File: config.mk
export PLATFORM = sky130hd
export DESIGN_NAME = and4_bist_ctrl
export DESIGN_NICKNAME = d
export VERILOG_FILES = /design/src/rtl/and4_bist_pkg.sv /design/src/rtl/and4_bist_timer.sv /design/src/rtl/and4_bist_ctrl.sv
export SDC_FILE = /design/constraint.sdc
export NUM_CORES = 1
export LEC_CHECK = 0
export CAP_MARGIN = 20
export CORE_MARGIN = 3
export CORE_UTILIZATION = 45
export CTS_BUF_LIST = sky130_fd_sc_hd__clkbuf_8
export CTS_CLUSTER_DIAMETER = 60
export CTS_CLUSTER_SIZE = 40
export DETAILED_ROUTE_END_ITERATION = 10
export PLACE_DENSITY = 0.76
export SYNTH_ARGS = -nofsm -noshare
export SYNTH_HDL_FRONTEND = slang
export SYNTH_SLANG_ARGS = --single-unit
File: constraint.sdc
create_clock -name CLK -period 2.3 [get_ports CLK]
set_input_delay 0.46 -clock CLK [delete_from_list [all_inputs] [get_ports CLK]]
set_output_delay 0.46 -clock CLK [all_outputs]
set_load 0.05 [all_outputs]
File: src/rtl/and4_bist_pkg.sv
// Shared types and constants for the 74x08 BIST sequencer.
package and4_bist_pkg;

  typedef enum logic [1:0] {
    ST_IDLE,
    ST_SETTLE,
    ST_CHECK,
    ST_DONE
  } state_e;

  localparam logic [7:0]  VEC_LAST   = 8'hFF;
  localparam int unsigned FAIL_CNT_W = 9;

endpackage

File: src/rtl/and4_bist_timer.sv
// Settle timer: 4-bit down-counter loaded on SETTLE entry, one-cycle expire at zero.
module and4_bist_timer #(
  parameter logic [3:0] LOAD_VAL = 4'd1
) (
  input  logic clk_i,
  input  logic rst_i,
  input  logic load_i,
  output logic expire_o
);

  logic [3:0] cnt_q, cnt_d;
  logic       run_q, run_d;

  // Expire only while armed, so it pulses once per load.
  assign expire_o = run_q && (cnt_q == 4'd0);

  // Load takes priority; otherwise count down and disarm on reaching zero.
  always_comb begin
    cnt_d = cnt_q;
    run_d = run_q;
    if (load_i) begin
      cnt_d = LOAD_VAL;
      run_d = 1'b1;
    end else if (run_q) begin
      if (cnt_q == 4'd0) begin
        run_d = 1'b0;
      end else begin
        cnt_d = cnt_q - 4'd1;
      end
    end
  end

  // Counter state register.
  always_ff @(posedge clk_i or posedge rst_i) begin
    if (rst_i) begin
      cnt_q <= '0;
      run_q <= 1'b0;
    end else begin
      cnt_q <= cnt_d;
      run_q <= run_d;
    end
  end

endmodule

File: src/rtl/and4_bist_ctrl.sv
// BIST sequencer: walks all 256 A/B vectors through a quad 2-input AND device,
// counts mismatches and captures the first failing vector.
module and4_bist_ctrl
  import and4_bist_pkg::*;
#(
  parameter int unsigned SETTLE_CYCLES = 2,
  parameter int unsigned STOP_ON_FAIL  = 0
) (
  input  logic                  CLK,
  input  logic                  RST,
  input  logic                  START,
  output logic [0:3]            A,
  output logic [0:3]            B,
  input  logic [0:3]            Y,
  output logic                  BUSY,
  output logic                  DONE,
  output logic                  PASS,
  output logic [FAIL_CNT_W-1:0] FAIL_CNT,
  output logic [7:0]            FAIL_VEC,
  output logic [0:3]            FAIL_Y
);

  localparam logic [3:0]            TIMER_LOAD   = 4'(SETTLE_CYCLES - 1);
  localparam logic [FAIL_CNT_W-1:0] FAIL_CNT_MAX = FAIL_CNT_W'(256);

  state_e                state_q, state_d;
  logic [7:0]            vec_q, vec_d;
  logic [FAIL_CNT_W-1:0] fail_cnt_q, fail_cnt_d;
  logic [7:0]            fail_vec_q, fail_vec_d;
  logic [0:3]            fail_y_q, fail_y_d;
  logic                  busy_q, busy_d;
  logic                  done_q, done_d;
  logic                  pass_q, pass_d;
  logic                  timer_load, timer_expire;
  logic [0:3]            exp_y;
  logic                  mismatch;

  and4_bist_timer #(
    .LOAD_VAL(TIMER_LOAD)
  ) u_timer (
    .clk_i   (CLK),
    .rst_i   (RST),
    .load_i  (timer_load),
    .expire_o(timer_expire)
  );

  // Slice order maps VEC[7]/VEC[3] onto bit 0 (MSB) of A/B.
  assign A        = vec_q[7:4];
  assign B        = vec_q[3:0];
  assign exp_y    = vec_q[7:4] & vec_q[3:0];
  assign mismatch = (Y != exp_y);

  assign BUSY     = busy_q;
  assign DONE     = done_q;
  assign PASS     = pass_q;
  assign FAIL_CNT = fail_cnt_q;
  assign FAIL_VEC = fail_vec_q;
  assign FAIL_Y   = fail_y_q;

  // Next-state, result update and timer load.
  always_comb begin
    state_d    = state_q;
    vec_d      = vec_q;
    fail_cnt_d = fail_cnt_q;
    fail_vec_d = fail_vec_q;
    fail_y_d   = fail_y_q;
    busy_d     = busy_q;
    done_d     = done_q;
    pass_d     = pass_q;
    timer_load = 1'b0;
    unique case (state_q)
      ST_IDLE, ST_DONE: begin
        if (START) begin
          state_d    = ST_SETTLE;
          vec_d      = '0;
          fail_cnt_d = '0;
          fail_vec_d = '0;
          fail_y_d   = '0;
          busy_d     = 1'b1;
          done_d     = 1'b0;
          pass_d     = 1'b0;
          timer_load = 1'b1;
        end
      end
      ST_SETTLE: begin
        if (timer_expire) state_d = ST_CHECK;
      end
      ST_CHECK: begin
        if (mismatch) begin
          if (fail_cnt_q != FAIL_CNT_MAX) fail_cnt_d = fail_cnt_q + 1'b1;
          if (fail_cnt_q == '0) begin
            fail_vec_d = vec_q;
            fail_y_d   = Y;
          end
        end
        if ((vec_q == VEC_LAST) || ((STOP_ON_FAIL != 0) && mismatch)) begin
          state_d = ST_DONE;
          busy_d  = 1'b0;
          done_d  = 1'b1;
          pass_d  = (fail_cnt_d == '0);
        end else begin
          state_d    = ST_SETTLE;
          vec_d      = vec_q + 8'd1;
          timer_load = 1'b1;
        end
      end
      default: state_d = ST_IDLE;
    endcase
  end

  // State and result registers.
  always_ff @(posedge CLK or posedge RST) begin
    if (RST) begin
      state_q    <= ST_IDLE;
      vec_q      <= '0;
      fail_cnt_q <= '0;
      fail_vec_q <= '0;
      fail_y_q   <= '0;
      busy_q     <= 1'b0;
      done_q     <= 1'b0;
      pass_q     <= 1'b0;
    end else begin
      state_q    <= state_d;
      vec_q      <= vec_d;
      fail_cnt_q <= fail_cnt_d;
      fail_vec_q <= fail_vec_d;
      fail_y_q   <= fail_y_d;
      busy_q     <= busy_d;
      done_q     <= done_d;
      pass_q     <= pass_d;
    end
  end

endmodule

After elaboration in Yosys (flattened, before gate mapping)
Index checks and enable logic that the tools add are counted.
- bits in latches: 0
- output and inout port bits: 32
- RAM bits: 0
- word-level logic and storage cells: 77
- bits of input ports: 7
- ROM bits: 0
- register bits: 39
- memories: 0
- div/mod/pow operators: 0
- eq/ne operators: 13
- reductions and logical operators: 14
- multiplexer cells: 36
- $mul: 0
- order comparisons: 0
- bitwise operators: 1
- shift operators: 0
- $add $sub $neg: 3
- operators by type and width (operator ; number):
    two-way mux 9 bit ; 4
    two-way mux 8 bit ; 4
    case mux 8 bit (2 select lines) ; 2
    two-way mux 4 bit ; 6
    zero test 9 bit ; 2
    case mux 9 bit (2 select lines) ; 1
    inequality test 2 bit, second input constant ; 7
    two-way mux 1 bit ; 10
    adder 9 x 1 -> 9 bit, second input constant ; 1
    inequality test 9 bit, second input constant ; 1
    adder 8 x 1 -> 8 bit, second input constant ; 1
    equality test 8 bit, second input constant ; 1
    case mux 1 bit (2 select lines) ; 4
    case mux 4 bit (2 select lines) ; 1
    two-way mux 2 bit ; 3
    case mux 2 bit (3 select lines) ; 1
    AND reduction 2 bit ; 3
    AND reduction 3 bit ; 2
    bitwise AND 4 bit ; 1
    equality test 2 bit, second input constant ; 2
    zero test 4 bit ; 1
    inequality test 4 bit ; 1
    AND reduction 4 bit ; 1
    nonzero test 2 bit ; 2
    5 further kinds ; 5

Longest topological paths before layout
Gate-level depths: netlist of the first run.
- word-level depth: 7
- depth in mapped cells: 9
- gate-level depth less buffers: 8

Cells and area by module
From an unflattened synthesis of the first run, not the netlist that was laid out.
- cell total of the unflattened synthesis: 250
- area, all modules: 2285.9 µm²
- by module, submodules not included (module ; cells each ; sequential area each (µm²) ; times used ; area an instance (µm²)):
    and4_bist_ctrl ; 222 ; 850.8 ; 1 ; 1999.4
    and4_bist_timer ; 28 ; 125.1 ; 1 ; 286.5

Worst setup path after synthesis of the first run
No wires, ideal clock.
- path kind: register to register
- start point: register vec_q[0]
- end point: register pass_q, in the netlist PASS
- cell stages (with the launch flop): 8
- required time: 2.232 ns
- buffers on the path: 0
- setup time: 0.068 ns
- clock period less this slack: 2.531 ns
- slack: -0.231 ns
- data arrival time: 2.463 ns
- cell sequence: dfrtp_1 > ha_1 > nand3_1 > nor2_1 > nand2_1 > or4b_1 > a2111oi_2 > a32o_1
- word-level cells in the longest chain between the ends: 7
- elaborated cells between the ends (all ways): 10
- classes of those cells: eq/ne (3); mux (4); bitwise (1); reduce/logical (2)
- RTL lines (item ; line ; source):
    start: declaration ; and4_bist_ctrl.sv:27 ; logic [7:0] vec_q, vec_d;
    start signal: assignment ; and4_bist_ctrl.sv:124 ; vec_q <= vec_d;
    bitwise AND 4 bit ; and4_bist_ctrl.sv:50 ; assign exp_y = vec_q[7:4] & vec_q[3:0];
    inequality test 4 bit ; and4_bist_ctrl.sv:51 ; assign mismatch = (Y != exp_y);
    two-way mux 9 bit ; and4_bist_ctrl.sv:89 ; if (mismatch) begin
    two-way mux 9 bit ; and4_bist_ctrl.sv:71 ; unique case (state_q)
    zero test 9 bit ; and4_bist_ctrl.sv:100 ; pass_d = (fail_cnt_d == '0);
    two-way mux 1 bit ; and4_bist_ctrl.sv:96 ; if ((vec_q == VEC_LAST) || ((STOP_ON_FAIL != 0) && mismatch)) begin
    case mux 1 bit (2 select lines) ; and4_bist_ctrl.sv:71 ;
    end signal: assignment ; and4_bist_ctrl.sv:130 ; pass_q <= pass_d;
    end: declaration ; and4_bist_ctrl.sv:33 ; logic pass_q, pass_d;
Several ways; a longest one is shown, not always the timed one. The select of a mux whose other input is x is not followed.
A chain may end at the register's enable or synchronous reset.

Worst setup path after layout of the first run
- start point: input Y[1] (netlist bit)
- end point: register pass_q, in the netlist PASS
- word-level cells in the longest chain between the ends: 6
- RTL lines (item ; line ; source):
    start: declaration ; and4_bist_ctrl.sv:14 ; input logic [0:3] Y,
    inequality test 4 bit ; and4_bist_ctrl.sv:51 ;
    two-way mux 9 bit ; and4_bist_ctrl.sv:89 ;
    two-way mux 9 bit ; and4_bist_ctrl.sv:71 ;
    zero test 9 bit ; and4_bist_ctrl.sv:100 ;
    two-way mux 1 bit ; and4_bist_ctrl.sv:96 ;
    case mux 1 bit (2 select lines) ; and4_bist_ctrl.sv:71 ;
Every way passes these cells. The select of a mux whose other input is x is not followed.

==> results.cfg, run 1 <==
[critical_path]
crit_type = input port to flip-flop
crit_required_ns = 2.52
slowest_stage = clkdlybuf4s50_1
cp_max_fo = 8
arrival_ns = 2.44
crit_family = compound AO/OA/AOI/OAI gates
path_cells = clkdlybuf4s50_1 -> and3_1 -> o22a_2 -> o2bb2a_4 -> buf_4 -> o21ai_1 -> a2111oi_4 -> a32o_1
regToRegSetupSlack_ns = 0.14
slowest_delay_ns = 0.45
cp-end-kind = flip-flop
critical_path_buf_inv_count = 2
startpoint_type = input port

[synthesis]
yosys-top-cells-count = 39 x dfrtp_1, 37 x nand2_1, 27 x nor2_1
synth_ff_type = dfrtp_1
synth_nets = 282
yosysSeqAreaShare = 0.412
synthAdderAreaFrac = 0.0369
yosysMostFrequentCell = dfrtp_1
synth_area_per_cell_um2 = 8.85
synth.distinct_cells = 46
syn_area_um2 = 2370
synth_compound_area_frac = 0.153
synth_top_family_by_area = simple AND/OR/NAND/NOR gates
yosys_warnings = 0
async_flop_share = 1.00
synth_area_leader_cell = dfrtp_1
synth-edff-count = 0
syn_inst = 268
yosys.area_share.simple = 0.213
synth_mux_area_frac = 0.0887
synth_area_leaders = dfrtp_1 41%, mux2i_1 8.9%, nand2_1 5.9%
ys_ff_latch = 39
yosysTopAreaCellShare = 0.412
synth_xor_area_frac = 0.0369

[pwr]
powerDensity_nw_per_um2 = 874
leakage_nw = 1.40
peakVddDrop_v = 0.000588

[layout]
finalInstanceArea_um2 = 3130
diodes = 0
final_layout_size_suffix_gt1_frac = 0.177
seq_area_um2 = 987
stdcell_count = 395
layout.nets = 341
fill_cells = 406
area_growth_pct = 32.1
multiInputGateArea_um2 = 1280

[timing]
finalMaxSlewViolations = 0
setup_ws_ns = 0.0846
fin_crit_ns = 2.22
rsz0062_at_grt = no
tightest_slew_ns = 0.513
max_freq_mhz = 451
fin_setup_tns_ns = 0
slew-limit-headroom = 0.657
hold_violations = 0
setup_viol = 0
fin_crit_sh = 0.963
fin_worst_skew_ns = 0.00754

[die]
die_area_um2 = 6180
num_io_pins = 39
initial_core_util = 0.483
die_w_um = 78.6
rows = 25
core_area_um2 = 4910
dieHeight_um = 78.6

[clock_network]
clk_pin_slew_ns = 0.08
cts_max_level = 2
clk_latency_ns = 0.29
cts_buffer_depth = 2
cts_tree = built
clock_sinks = 39
cts_buffers = 5
cts_root_buf = clkbuf_8

[grt]
gr-total-overflow = 0
grt_pass1_vias = 1990
grt_pass1_wl_um = 9630
grt_max_degree = 29
antenna_found_initial = 0
globalRouteTotalUtil = 0.197

[placed_design]
dpl.hpwl_um = 4170
place_congestion = 0.884
dpl_cell_area_um2 = 3000
place_ws_ns = -0.298
io_buffers = 38
dp.cells = 385

[routing]
via_per_inst = 5.36
drt_iter0_markers = 144
wirelength_um = 5650
ant_nets = 0
drt_pass1_iterations = 4
num_vias = 2116
drc_errors = 0
routedWlPerCell_um = 14.3

[flow_run]
max_cap_violations = 0

[min_path]
hold_class = flip-flop to flip-flop

[outcome]
status = finished clean
==> repair_timing <==
| item | CTS | global route |
|---|---|---|
| buffers inserted | 0 | 2 |
| hold buffers | 0 | 0 |
| endpoints found under the setup margin | 0 | 2 |
| gates resized for setup | 0 | 8 |
==> worst register-to-register path: stages, from the launching register on <==
cell	delay (ns)
dfrtp_2	0.48
a21o_1	0.21
a211oi_4	0.26
buf_4	0.16
o2bb2a_4	0.16
a211o_1	0.33
a2111oi_4	0.30
a32o_1	0.21
==> power by group <==
| group | switching [mW] | leakage, nW | internal [mW] |
|---|---|---|---|
| registers | 0.161 | 0.444 | 0.822 |
| clock network | 0.243 | 0.0453 | 0.208 |
| logic | 0.815 | 0.915 | 0.487 |
==> layout make-up <==
type	count	area share
Clock buffer	5	0.0220
Clock inverter	3	0.00519
Inverter	22	0.0264
Multi-Input combinational cell	194	0.409
Sequential cell	39	0.315
Tap cell	67	0.0268
Timing Repair Buffer	65	0.196
==> layer usage <==
layer | GRT usage | routed length [µm] | part of all wire
met5 | 0 | 0 | 0
met4 | 0.0577 | 43 | 0.0076
met3 | 0.0459 | 320 | 0.057
met2 | 0.308 | 2680 | 0.48
met1 | 0.272 | 2600 | 0.46
==> stage by stage <==
stage           util  total power, mW  hold WS [ns]
3_5_place_dp   0.611             2.28         0.466
6_report       0.638             2.74         0.478
5_1_grt        0.638             2.92         0.496
4_1_cts        0.628             2.74         0.485
2_1_floorplan      -             1.83         0.502
3_3_place_gp   0.611             2.26         0.466
==> cell usage in the layout, fill, tap and decap left out, drive strengths merged, types with 4 or more instances in the layout <==
cell type / count
a21boi: 5
nand4: 4
xor2: 4
nand2b: 4
mux2i: 21
xnor2: 6
inv: 23
nor2: 27
nand2: 37
a21oi: 15
and3: 5
clkbuf: 5
nand3: 10
ha: 7
o21ai: 10
nor3: 4
dfrtp: 39
clkdlybuf4s50: 36
buf: 27
or2: 4
==> worst paths after layout <==
| path | start | cells past startpoint | endpoint |
|---|---|---|---|
| worst max-delay path | Y[1] | 8 | PASS$_DFFE_PP0P_ |
| min in group asynchronous | RST | 2 | u_timer.cnt_q[0]$_DFFE_PP0P_ |
| worst min register to register | BUSY$_DFFE_PP0P_ | 1 | BUSY$_DFFE_PP0P_ |
| worst min-delay path | BUSY$_DFFE_PP0P_ | 1 | BUSY$_DFFE_PP0P_ |
| max in group asynchronous | RST | 3 | FAIL_CNT[4]$_DFFE_PP0P_ |
| worst max register to register | vec_q[0]$_DFFE_PP0P_ | 7 | PASS$_DFFE_PP0P_ |
==> registers in the layout, indices dropped and copies added (netlist names) <==
name / flops
DONE: 1
state_q: 2
FAIL_VEC: 8
FAIL_CNT: 9
u_timer.cnt_q: 4
FAIL_Y: 4
vec_q: 8
u_timer.run_q: 1
BUSY: 1
PASS: 1
==> cells by family (layout without fill, tap and decap cells) <==
| logic type | after synthesis | in the layout |
|---|---|---|
| xor+xnor | 10 | 10 |
| fa+ha+maj | 7 | 7 |
| mux | 21 | 21 |
| buf+inv | 35 | 95 |
| simple gates | 106 | 106 |
| compound gates | 50 | 50 |
| flops | 39 | 39 |
Note: power is estimated with default switching activity, not from simulation.
==> run 2: changes to the inputs <==
--- a/config.mk
+++ b/config.mk
@@ -15,4 +15,5 @@
 export PLACE_DENSITY = 0.76
 export SYNTH_ARGS = -nofsm -noshare
 export SYNTH_HDL_FRONTEND = slang
+export SYNTH_HIERARCHICAL = 1
 export SYNTH_SLANG_ARGS = --single-unit
==> run 2 against run 1 <==
  * The run now ends with negative setup slack left
  * Sequential power is 19% lower
  * Fmax is 7.3% lower
  * Die area is 3.3% lower
  * Cell area is 3.9% lower
  * Register-to-register slack worse by 0.23 ns
  * Non-clock buffer count is 2 lower
  * Clock power hardly changed
  * Largest power group unchanged
  * Critical path depth is 1 lower
  * Global-route usage is 0.33 points lower
==> results.cfg, run 2 <==
[outcome]
status = complete, but fails checks
violations = negative setup slack

[routing]
num_vias = 2044
drt_pass1_iterations = 6
ant_nets = 0
wirelength_um = 5600
drt_iter0_markers = 124
via_per_inst = 5.44
routedWlPerCell_um = 14.9
drc_errors = 0

[synthesis]
synth_nets = 265
synth.distinct_cells = 53
yosysTopAreaCellShare = 0.427
syn_inst = 250
synth_ff_type = dfrtp_1
ys_ff_latch = 39
yosys-top-cells-count = 39 x dfrtp_1, 39 x nand2_1, 24 x nor2_1
async_flop_share = 1.00
synth_area_leaders = dfrtp_1 43%, nand2_1 6.4%, ha_1 4.4%
yosys_warnings = 6
synth-edff-count = 0
synth_area_per_cell_um2 = 9.14
synth_area_leader_cell = dfrtp_1
syn_area_um2 = 2290
yosysSeqAreaShare = 0.427

[placed_design]
io_buffers = 38
place_congestion = 0.862
dp.cells = 366
dpl.hpwl_um = 4070

[layout]
layout.nets = 323
layout_common_cells = 38 x nand2_1, 38 x clkdlybuf4s50_1, 35 x dfrtp_1
stdcell_count = 376
largest_reg_flops = 9
area_growth_pct = 31.7
final_layout_size_suffix_gt1_frac = 0.175
diodes = 0

[grt]
antenna_found_initial = 0
met1_usage = 0.276
grt_pass1_vias = 1951
top_usage_layer = met2
met2_usage = 0.305
grt_max_degree = 35
globalRouteTotalUtil = 0.194
gr-total-overflow = 0
grtUsageMet3 = 0.0293
grt_pass1_wl_um = 9400

[timing]
fin_worst_skew_ns = 0.00338
rsz0062_at_grt = yes
max_freq_mhz = 418
hold_violations = 0
setup_ws_ns = -0.0899
fin_crit_ns = 2.39
setup_viol = 12
tightest_slew_ns = 0.523
fin_setup_tns_ns = -0.741
slew-limit-headroom = 0.650
finalMaxSlewViolations = 0
fin_crit_sh = 1.04

[critical_path]
cp_max_fo = 8
crit_family = simple AND/OR/NAND/NOR gates
slowest_delay_ns = 0.54
slowest_stage = or4_4
arrival_ns = 2.57
cp.depth = 7
cp-end-kind = flip-flop
crit_required_ns = 2.48
ff2ff_path_depth = 7
startpoint_type = flip-flop
critical_path_buf_inv_count = 1
path_cells = or4_4 -> or4b_4 -> a211o_1 -> a21o_4 -> buf_12 -> nand2_1 -> o21ai_2
crit_type = flip-flop to flip-flop

[clock_network]
cts_buffer_depth = 2
cts_buffers = 5
clk_latency_ns = 0.29
cts_hold_buf = 0
cts_max_level = 2
cts_tree = built
clk_pin_slew_ns = 0.08
cts_root_buf = clkbuf_8
clock_sinks = 39

[pwr]
powerDensity_nw_per_um2 = 716
peakVddDrop_v = 0.000539
leakage_nw = 1.33

[flow_run]
max_cap_violations = 0

[die]
rows = 25
die_area_um2 = 5970
dieHeight_um = 77.3
num_io_pins = 39
initial_core_util = 0.475
die_w_um = 77.3
core_area_um2 = 4820

[min_path]
hold_class = input port to asynchronous set/reset pin
==> run 2: cell count changes after synthesis, moves of 5 or more <==
cell / previous run / this run
o21ai_0: 4 / 13
a21oi_1: 15 / 10
inv_1: 22 / 11
mux2i_1: 21 / 10
nand3_1: 9 / 4
a22o_1: 2 / 7
==> run 2: metal layers <==
metal | vias up | wire length, µm
li1 | 993 | -
met1 | 993 | 2570
met2 | 50 | 2760
met3 | 8 | 187
met4 | 0 | 80
met5 | - | 0
==> run 2: worst reg2reg max path: cells and delay by family (launching register included) <==
| kind | cells | cell delay, ns |
|---|---|---|
| flip-flops | 1 | 0.40 |
| AO/OA/AOI/OAI | 3 | 0.60 |
| buffers and inverters | 1 | 0.14 |
| AND/OR/NAND/NOR | 3 | 1.14 |
==> run 2: cell families (layout without fill, tap and decap cells) <==
logic type               Yosys count  after routing  synth area share
adder cells (fa/ha/maj)            8              8            0.0438
buffers and inverters             23             82            0.0482
AND/OR/NAND/NOR                  102            102             0.221
flip-flops                        39             39             0.427
multiplexers                      11             11            0.0487
AO/OA/AOI/OAI                     55             55             0.165
XOR/XNOR                          12             12            0.0460
==> run 2: path summary, 6_finish.rpt <==
check | startpoint | to | slack, ns
setup / recovery | FAIL_CNT[2]$_DFFE_PP0P_ | FAIL_VEC[1]$_DFFE_PP0P_ | -0.09
hold / removal | RST | u_timer/cnt_q[1]$_DFFE_PP0P_ | 0.40
setup reg to reg | FAIL_CNT[2]$_DFFE_PP0P_ | FAIL_VEC[1]$_DFFE_PP0P_ | -0.09
hold reg to reg | FAIL_VEC[0]$_DFFE_PP0P_ | FAIL_VEC[0]$_DFFE_PP0P_ | 0.48
max in group asynchronous | RST | vec_q[4]$_DFFE_PP0P_ | 1.35
min in group CLK | FAIL_VEC[0]$_DFFE_PP0P_ | FAIL_VEC[0]$_DFFE_PP0P_ | 0.48
==> run 2: area by class of cell <==
type	instances	area (µm²)
Clock inverter	3	16.3
Tap cell	67	83.8
Inverter	11	41.3
Clock buffer	5	68.8
Timing Repair Buffer	63	598
Sequential cell	39	981
Fill cell	439	1810
Multi-Input combinational cell	188	1220
==> run 2: repair_timing <==
item	CTS	global route
endpoints found under the setup margin	12	13
pin swaps	4	2
gates cloned	0	1
resized for setup	2	5
buffers inserted	0	1
==> run 2: metrics by stage <==
step / worst slack (ns) / util / cell area (µm²) / power [mW] / hold slack [ns]
detailed placement: -0.236 / 0.597 / 2880 / 1.70 / 0.465
CTS: -0.0934 / 0.616 / 2970 / 2.16 / 0.403
global placement: -0.193 / 0.597 / 2880 / 1.69 / 0.460
floorplan: -0.276 / - / 2300 / 1.41 / 0.239
finish: -0.0899 / 0.625 / 3010 / 2.16 / 0.399
global route: -0.135 / 0.625 / 3010 / 2.29 / 0.424
==> run 2: power breakdown <==
| group | leakage, nW | switching, mW | internal, mW |
|---|---|---|---|
| logic | 0.794 | 0.524 | 0.382 |
| registers | 0.490 | 0.0500 | 0.750 |
| clock network | 0.0453 | 0.244 | 0.208 |
| total | 1.33 | 0.818 | 1.34 |
